[config.mk]
export PLATFORM = sky130hd
export DESIGN_NAME = systolic_feed_controller_flat
export DESIGN_NICKNAME = d
export VERILOG_FILES = /design/src/rtl/systolic_feed_if.sv /design/src/rtl/systolic_feed_controller.sv /design/src/flat_wrapper.sv
export SDC_FILE = /design/constraint.sdc
export NUM_CORES = 1
export LEC_CHECK = 0
export ABC_AREA = 1
export CORE_MARGIN = 5
export CORE_UTILIZATION = 40
export DETAILED_ROUTE_END_ITERATION = 12
export DONT_BUFFER_PORTS = 1
export GPL_TIMING_DRIVEN = 0
export PLACE_DENSITY = 0.66
export SKIP_CTS_REPAIR_TIMING = 1
export SLEW_MARGIN = 10
export SYNTH_ARGS = -nofsm -noshare
export SYNTH_HDL_FRONTEND = slang
export SYNTH_SLANG_ARGS = --single-unit
[constraint.sdc]
create_clock -name clk -period 2.3 [get_ports clk]
set_input_delay 0.46 -clock clk [delete_from_list [all_inputs] [get_ports clk]]
set_output_delay 0.46 -clock clk [all_outputs]
set_load 0.005 [all_outputs]
[src/rtl/systolic_feed_if.sv]
// Operand-feed bus between a systolic feed sequencer (master) and its host/memories (slave).
// With ABORT_EN defined the bus also carries abort/aborted.
interface systolic_feed_if #(
    parameter int A_ROWS = 2,
    parameter int A_COLS = 3,
    parameter int B_COLS = 2
);
    localparam int AW = (A_ROWS * A_COLS > 1) ? $clog2(A_ROWS * A_COLS) : 1;
    localparam int BW = (A_COLS * B_COLS > 1) ? $clog2(A_COLS * B_COLS) : 1;

    logic                   start;
    logic                   busy;
    logic                   clear_acc;
    logic [A_ROWS-1:0]      a_rd_en;
    logic [A_ROWS*AW-1:0]   a_addr;
    logic [B_COLS-1:0]      b_rd_en;
    logic [B_COLS*BW-1:0]   b_addr;
    logic                   done;
`ifdef ABORT_EN
    logic                   abort;
    logic                   aborted;

    modport master (
        input  start, abort,
        output busy, clear_acc, a_rd_en, a_addr, b_rd_en, b_addr, done, aborted
    );
    modport slave (
        output start, abort,
        input  busy, clear_acc, a_rd_en, a_addr, b_rd_en, b_addr, done, aborted
    );
`else
    modport master (
        input  start,
        output busy, clear_acc, a_rd_en, a_addr, b_rd_en, b_addr, done
    );
    modport slave (
        output start,
        input  busy, clear_acc, a_rd_en, a_addr, b_rd_en, b_addr, done
    );
`endif
endinterface

[src/rtl/systolic_feed_controller.sv]
// Skewed A/B operand-feed sequencer for an output-stationary systolic array.
// Optional feature: define ABORT_EN to add the abort input / aborted pulse.
module systolic_feed_controller #(
    parameter int A_ROWS = 2,
    parameter int A_COLS = 3,
    parameter int B_COLS = 2,
    parameter int PE_LAT = 1
) (
    input  logic           clk,
    input  logic           reset,
    systolic_feed_if.master bus
);
    localparam int AW        = (A_ROWS * A_COLS > 1) ? $clog2(A_ROWS * A_COLS) : 1;
    localparam int BW        = (A_COLS * B_COLS > 1) ? $clog2(A_COLS * B_COLS) : 1;
    localparam int MAX_RC    = (A_ROWS > B_COLS) ? A_ROWS : B_COLS;
    localparam int FEED_LEN  = A_COLS + MAX_RC - 1;
    localparam int DRAIN_LEN = A_ROWS + B_COLS - 2 + PE_LAT;
    // Wide enough for the step count and for every unskewed address sum.
    localparam int CW = $clog2(FEED_LEN + DRAIN_LEN + A_ROWS * A_COLS + A_COLS * B_COLS + 1);

    localparam logic [1:0] S_IDLE  = 2'd0;
    localparam logic [1:0] S_FEED  = 2'd1;
    localparam logic [1:0] S_DRAIN = 2'd2;
    localparam logic [1:0] S_DONE  = 2'd3;

    localparam logic [CW-1:0] FEED_LAST  = CW'(FEED_LEN - 1);
    localparam logic [CW-1:0] DRAIN_LAST = CW'((DRAIN_LEN > 0) ? DRAIN_LEN - 1 : 0);

    logic [1:0]          state;
    logic [CW-1:0]       step;
    logic                active;
    logic                abort_hit;
    logic signed [CW:0]  k;
    logic [CW-1:0]       addr;
    logic [A_ROWS-1:0]    a_en;
    logic [A_ROWS*AW-1:0] a_ad;
    logic [B_COLS-1:0]    b_en;
    logic [B_COLS*BW-1:0] b_ad;

    assign active = (state == S_FEED) || (state == S_DRAIN);

`ifdef ABORT_EN
    logic aborted_q;
    assign abort_hit   = bus.abort && active;
    assign bus.aborted = aborted_q;

    always_ff @(posedge clk) begin
        if (reset) aborted_q <= 1'b0;
        else       aborted_q <= abort_hit;
    end
`else
    assign abort_hit = 1'b0;
`endif

    always_ff @(posedge clk) begin
        if (reset) begin
            state <= S_IDLE;
            step  <= '0;
        end else if (abort_hit) begin
            state <= S_IDLE;
            step  <= '0;
        end else begin
            case (state)
                S_IDLE: begin
                    if (bus.start) begin
                        state <= S_FEED;
                        step  <= '0;
                    end
                end
                S_FEED: begin
                    if (step == FEED_LAST) begin
                        state <= (DRAIN_LEN == 0) ? S_DONE : S_DRAIN;
                        step  <= '0;
                    end else begin
                        step <= step + 1'b1;
                    end
                end
                S_DRAIN: begin
                    if (step == DRAIN_LAST) begin
                        state <= S_DONE;
                        step  <= '0;
                    end else begin
                        step <= step + 1'b1;
                    end
                end
                default: begin
                    state <= S_IDLE;
                    step  <= '0;
                end
            endcase
        end
    end

    // Lane r/c sees inner index k = step - lane; lanes outside 0..A_COLS-1 stay idle with address 0.
    always_comb begin
        a_en = '0;
        a_ad = '0;
        b_en = '0;
        b_ad = '0;
        k    = '0;
        addr = '0;
        if (state == S_FEED) begin
            for (int r = 0; r < A_ROWS; r++) begin
                k = $signed({1'b0, step}) - $signed((CW+1)'(r));
                if (k >= 0 && k < $signed((CW+1)'(A_COLS))) begin
                    a_en[r]          = 1'b1;
                    addr             = CW'(r * A_COLS) + CW'(k);
                    a_ad[r*AW +: AW] = addr[AW-1:0];
                end
            end
            for (int c = 0; c < B_COLS; c++) begin
                k = $signed({1'b0, step}) - $signed((CW+1)'(c));
                if (k >= 0 && k < $signed((CW+1)'(A_COLS))) begin
                    b_en[c]          = 1'b1;
                    addr             = CW'(k) * CW'(B_COLS) + CW'(c);
                    b_ad[c*BW +: BW] = addr[BW-1:0];
                end
            end
        end
    end

    assign bus.busy      = active;
    assign bus.clear_acc = (state == S_FEED) && (step == '0);
    assign bus.done      = (state == S_DONE);
    assign bus.a_rd_en   = a_en;
    assign bus.a_addr    = a_ad;
    assign bus.b_rd_en   = b_en;
    assign bus.b_addr    = b_ad;
endmodule
[src/flat_wrapper.sv]
// flat-port wrapper written by rule: the top's interface ports become plain ports
module systolic_feed_controller_flat 
#(
    parameter int A_ROWS = 2,
    parameter int A_COLS = 3,
    parameter int B_COLS = 2,
    parameter int PE_LAT = 1
)
  (clk, reset, bus_start, bus_busy, bus_clear_acc, bus_a_rd_en, bus_a_addr, bus_b_rd_en, bus_b_addr, bus_done);
  systolic_feed_if #(.A_ROWS(A_ROWS), .A_COLS(A_COLS), .B_COLS(B_COLS)) bus_i ();
  input  logic clk;
  input  logic reset;
  input wire logic [$bits(bus_i.start)-1:0] bus_start;
  output wire logic [$bits(bus_i.busy)-1:0] bus_busy;
  output wire logic [$bits(bus_i.clear_acc)-1:0] bus_clear_acc;
  output wire logic [$bits(bus_i.a_rd_en)-1:0] bus_a_rd_en;
  output wire logic [$bits(bus_i.a_addr)-1:0] bus_a_addr;
  output wire logic [$bits(bus_i.b_rd_en)-1:0] bus_b_rd_en;
  output wire logic [$bits(bus_i.b_addr)-1:0] bus_b_addr;
  output wire logic [$bits(bus_i.done)-1:0] bus_done;
  assign bus_i.start = bus_start;
  assign bus_busy = bus_i.busy;
  assign bus_clear_acc = bus_i.clear_acc;
  assign bus_a_rd_en = bus_i.a_rd_en;
  assign bus_a_addr = bus_i.a_addr;
  assign bus_b_rd_en = bus_i.b_rd_en;
  assign bus_b_addr = bus_i.b_addr;
  assign bus_done = bus_i.done;
  systolic_feed_controller #(.A_ROWS(A_ROWS), .A_COLS(A_COLS), .B_COLS(B_COLS), .PE_LAT(PE_LAT)) u_core (.clk(clk), .reset(reset), .bus(bus_i));
endmodule
==> results.ini <==
[run_status]
status=complete, no violations

[routing]
drc=0
first_iter_violations=10
firstDrtPassIters=3
drt.antenna.violating_nets=0
avgRoutedWirePerCell_um=10.5
via_per_inst=4.68
vias=646
routed_wl_um=1440

[worst_setup_path]
required_ps=1840
cp_num_buf_inv=3
critPathMaxStageDelay_ps=390
start_kind=flip-flop
slowest_stage=dfxtp_4
cp_top_family=flip-flops
crit_chain=inv_2 > ha_1 > xor2_1 > nor3_2 > nand3_2 > inv_1 > buf_4
worstSetupPathType=reg2out
crit_path_max_fanout=9
worst-endpoint-arrival_ps=1700
worstSetupEndpointType=primary output

[clocking]
clockBufferDepth=2
cts_inserted_buffers=3
clkLatencyLatePin_ps=250
htreeDepth=1
clkTransAtPathRegs_ps=50
cts_tree=done
cts_sinks=7
ctsRootBufferMaster=clkbuf_4

[place]
dp_slack_ps=142
io_buffer_count=0
place.gp.congestion=0.772
dp_hpwl_um=1200

[sta]
skew_ps=7.76
setup_violations=0
period_needed_ps=2160
fin_tns_setup_ps=0
finalMaxSlewViolations=0
timing.hold.ws_ps=271
finalWorstSetupSlack_ps=144
finalHoldViolations=0
fmax_mhz=464
rsz0062_at_grt=no
period_share_pct=93.7

[logic_synthesis]
yosys_most_used_dff=dfxtp_1
synth_edf_count=0
synthArstFlopShare_pct=0
syn_avg_cell_area_sq_um=6.78
yosysWarnings=0
yosysSeqAreaShare_pct=19.1
synth_area_leader_cell=dfxtp_1
ys_types=23
synth_area_sq_um=732
ys_ff_latch=7
synth_most_common_cell=nand2_1
synth_top_area_share_pct=19.1
syn-instance-count=108
ys_top_cells_by_area=dfxtp_1 (19%), ha_1 (17%), nand2_1 (11%)
synth_common_cells=nand2_1 (22), inv_1 (15), nor2_1 (13), ha_1 (10)

[final_layout]
area_growth_syn_to_layout_pct=9.74
nets=127
antenna_cells=0
drive_above_1_share_pct=20.4
final_util_pct=46.5

[global_routing]
grt_pass1_wl_um=2460
grt_max_degree=10
overflow=0
grt_antenna_before_repair=0
grt_use_met1_pct=12.7
grt_pass1_vias=574
use_met3_pct=3.13
use_met2_pct=21.3
grt.busiest_layer=met2
track_usage_pct=12.0

[floorplan]
boundaryPins=22
core-area_sq_mm=0.00173
die_h_um=52.8
rows=15
start_util_pct=42.4
dieArea_sq_mm=0.00279
die-width_um=52.8

[pwr]
ir_drop_uv=531
powerDensity_mw_per_mm2=852
switchingPower_mw=0.328
p_comb_share_pct=57.3
p_int_mw=0.357
clockPowerShare_pct=16.7
swShare_pct=47.9
p_leak_nw=0.416
p_seq_share_pct=26.0
total_power_mw=0.685

[hold_path]
worstHoldPathType=in2reg

[job]
maxCapViolCount=0

-- metrics by stage --
step / std cells / area, sq um
2_1_floorplan: 109 / 736
3_3_place_gp: 134 / 767
3_5_place_dp: 134 / 767
4_1_cts: 138 / 793
5_1_grt: 138 / 803
6_report: 138 / 803
-- flip-flops by register name, indices dropped and copies added, names as in the netlist --
| name | flops |
|---|---|
| u_core.step | 5 |
| u_core.state | 2 |
-- path summary, 6_finish.rpt --
path                    from  depth (start not counted)  slack, ps             end
min                    reset                          1        270  u_core.step[1]
max reg2reg  u_core.state[0]                          8        860  u_core.step[3]
max           u_core.step[0]                          7        140  bus_b_rd_en[1]
min reg2reg   u_core.step[1]                          2        530  u_core.step[1]
-- final cells by class --
class / instances / area, sq um
Buffer: 8 / 63.8
Sequential cell: 7 / 145
Tap cell: 25 / 31.3
Clock buffer: 4 / 26.3
Multi-Input combinational cell: 76 / 469
Inverter: 18 / 67.6
Fill cell: 194 / 923
-- per-layer routing --
metal | wire length [um] | up-vias
li1 | - | 340
met1 | 625 | 284
met2 | 694 | 20
met3 | 108 | 2
met4 | 16 | 0
met5 | 0 | -
-- cells in the final DEF (no fill, tap or decap) --
cell type | synthesis | final
buf_6 | 1 | 1
nand2_2 | 1 | 1
a21oi_1 | 5 | 5
nor4_1 | 2 | 2
nand2_1 | 22 | 22
o21ai_0 | 3 | 3
nand3_2 | 3 | 3
o21bai_1 | 1 | 1
inv_2 | 3 | 3
nand3_1 | 4 | 4
xor2_1 | 2 | 2
nor2_4 | 1 | 1
nor3b_1 | 1 | 1
clkbuf_4 | 0 | 3
conb_1 | 1 | 2
a211oi_1 | 1 | 1
inv_1 | 15 | 15
nor2_1 | 13 | 13
ha_1 | 10 | 10
clkbuf_1 | 0 | 1
dfxtp_2 | 0 | 1
nor3_2 | 0 | 1
buf_4 | 7 | 7
xor2_2 | 1 | 1
dfxtp_1 | 7 | 5
dfxtp_4 | 0 | 1
nand4_1 | 3 | 3
-- power by group through the flow --
| stage | clock network (mW) | registers, mW | logic (mW) |
|---|---|---|---|
| 2_1_floorplan | 0 | 0.169 | 0.326 |
| 3_3_place_gp | 0 | 0.176 | 0.386 |
| 3_5_place_dp | 0 | 0.179 | 0.394 |
| 4_1_cts | 0.118 | 0.175 | 0.397 |
| 5_1_grt | 0.130 | 0.183 | 0.467 |
| 6_report | 0.115 | 0.178 | 0.392 |
-- kinds of logic (layout without fill, tap and decap cells) --
group / count (synthesis) / in the layout / synth area share (%)
flops: 7 / 7 / 19.1
fa+ha+maj: 10 / 10 / 17.1
simple gates: 51 / 51 / 33.2
compound gates: 10 / 10 / 7.52
buf+inv: 26 / 30 / 17.9
other cells: 1 / 2 / 0.512
xor+xnor: 3 / 3 / 4.62
Note: power is estimated with default switching activity, not from simulation.
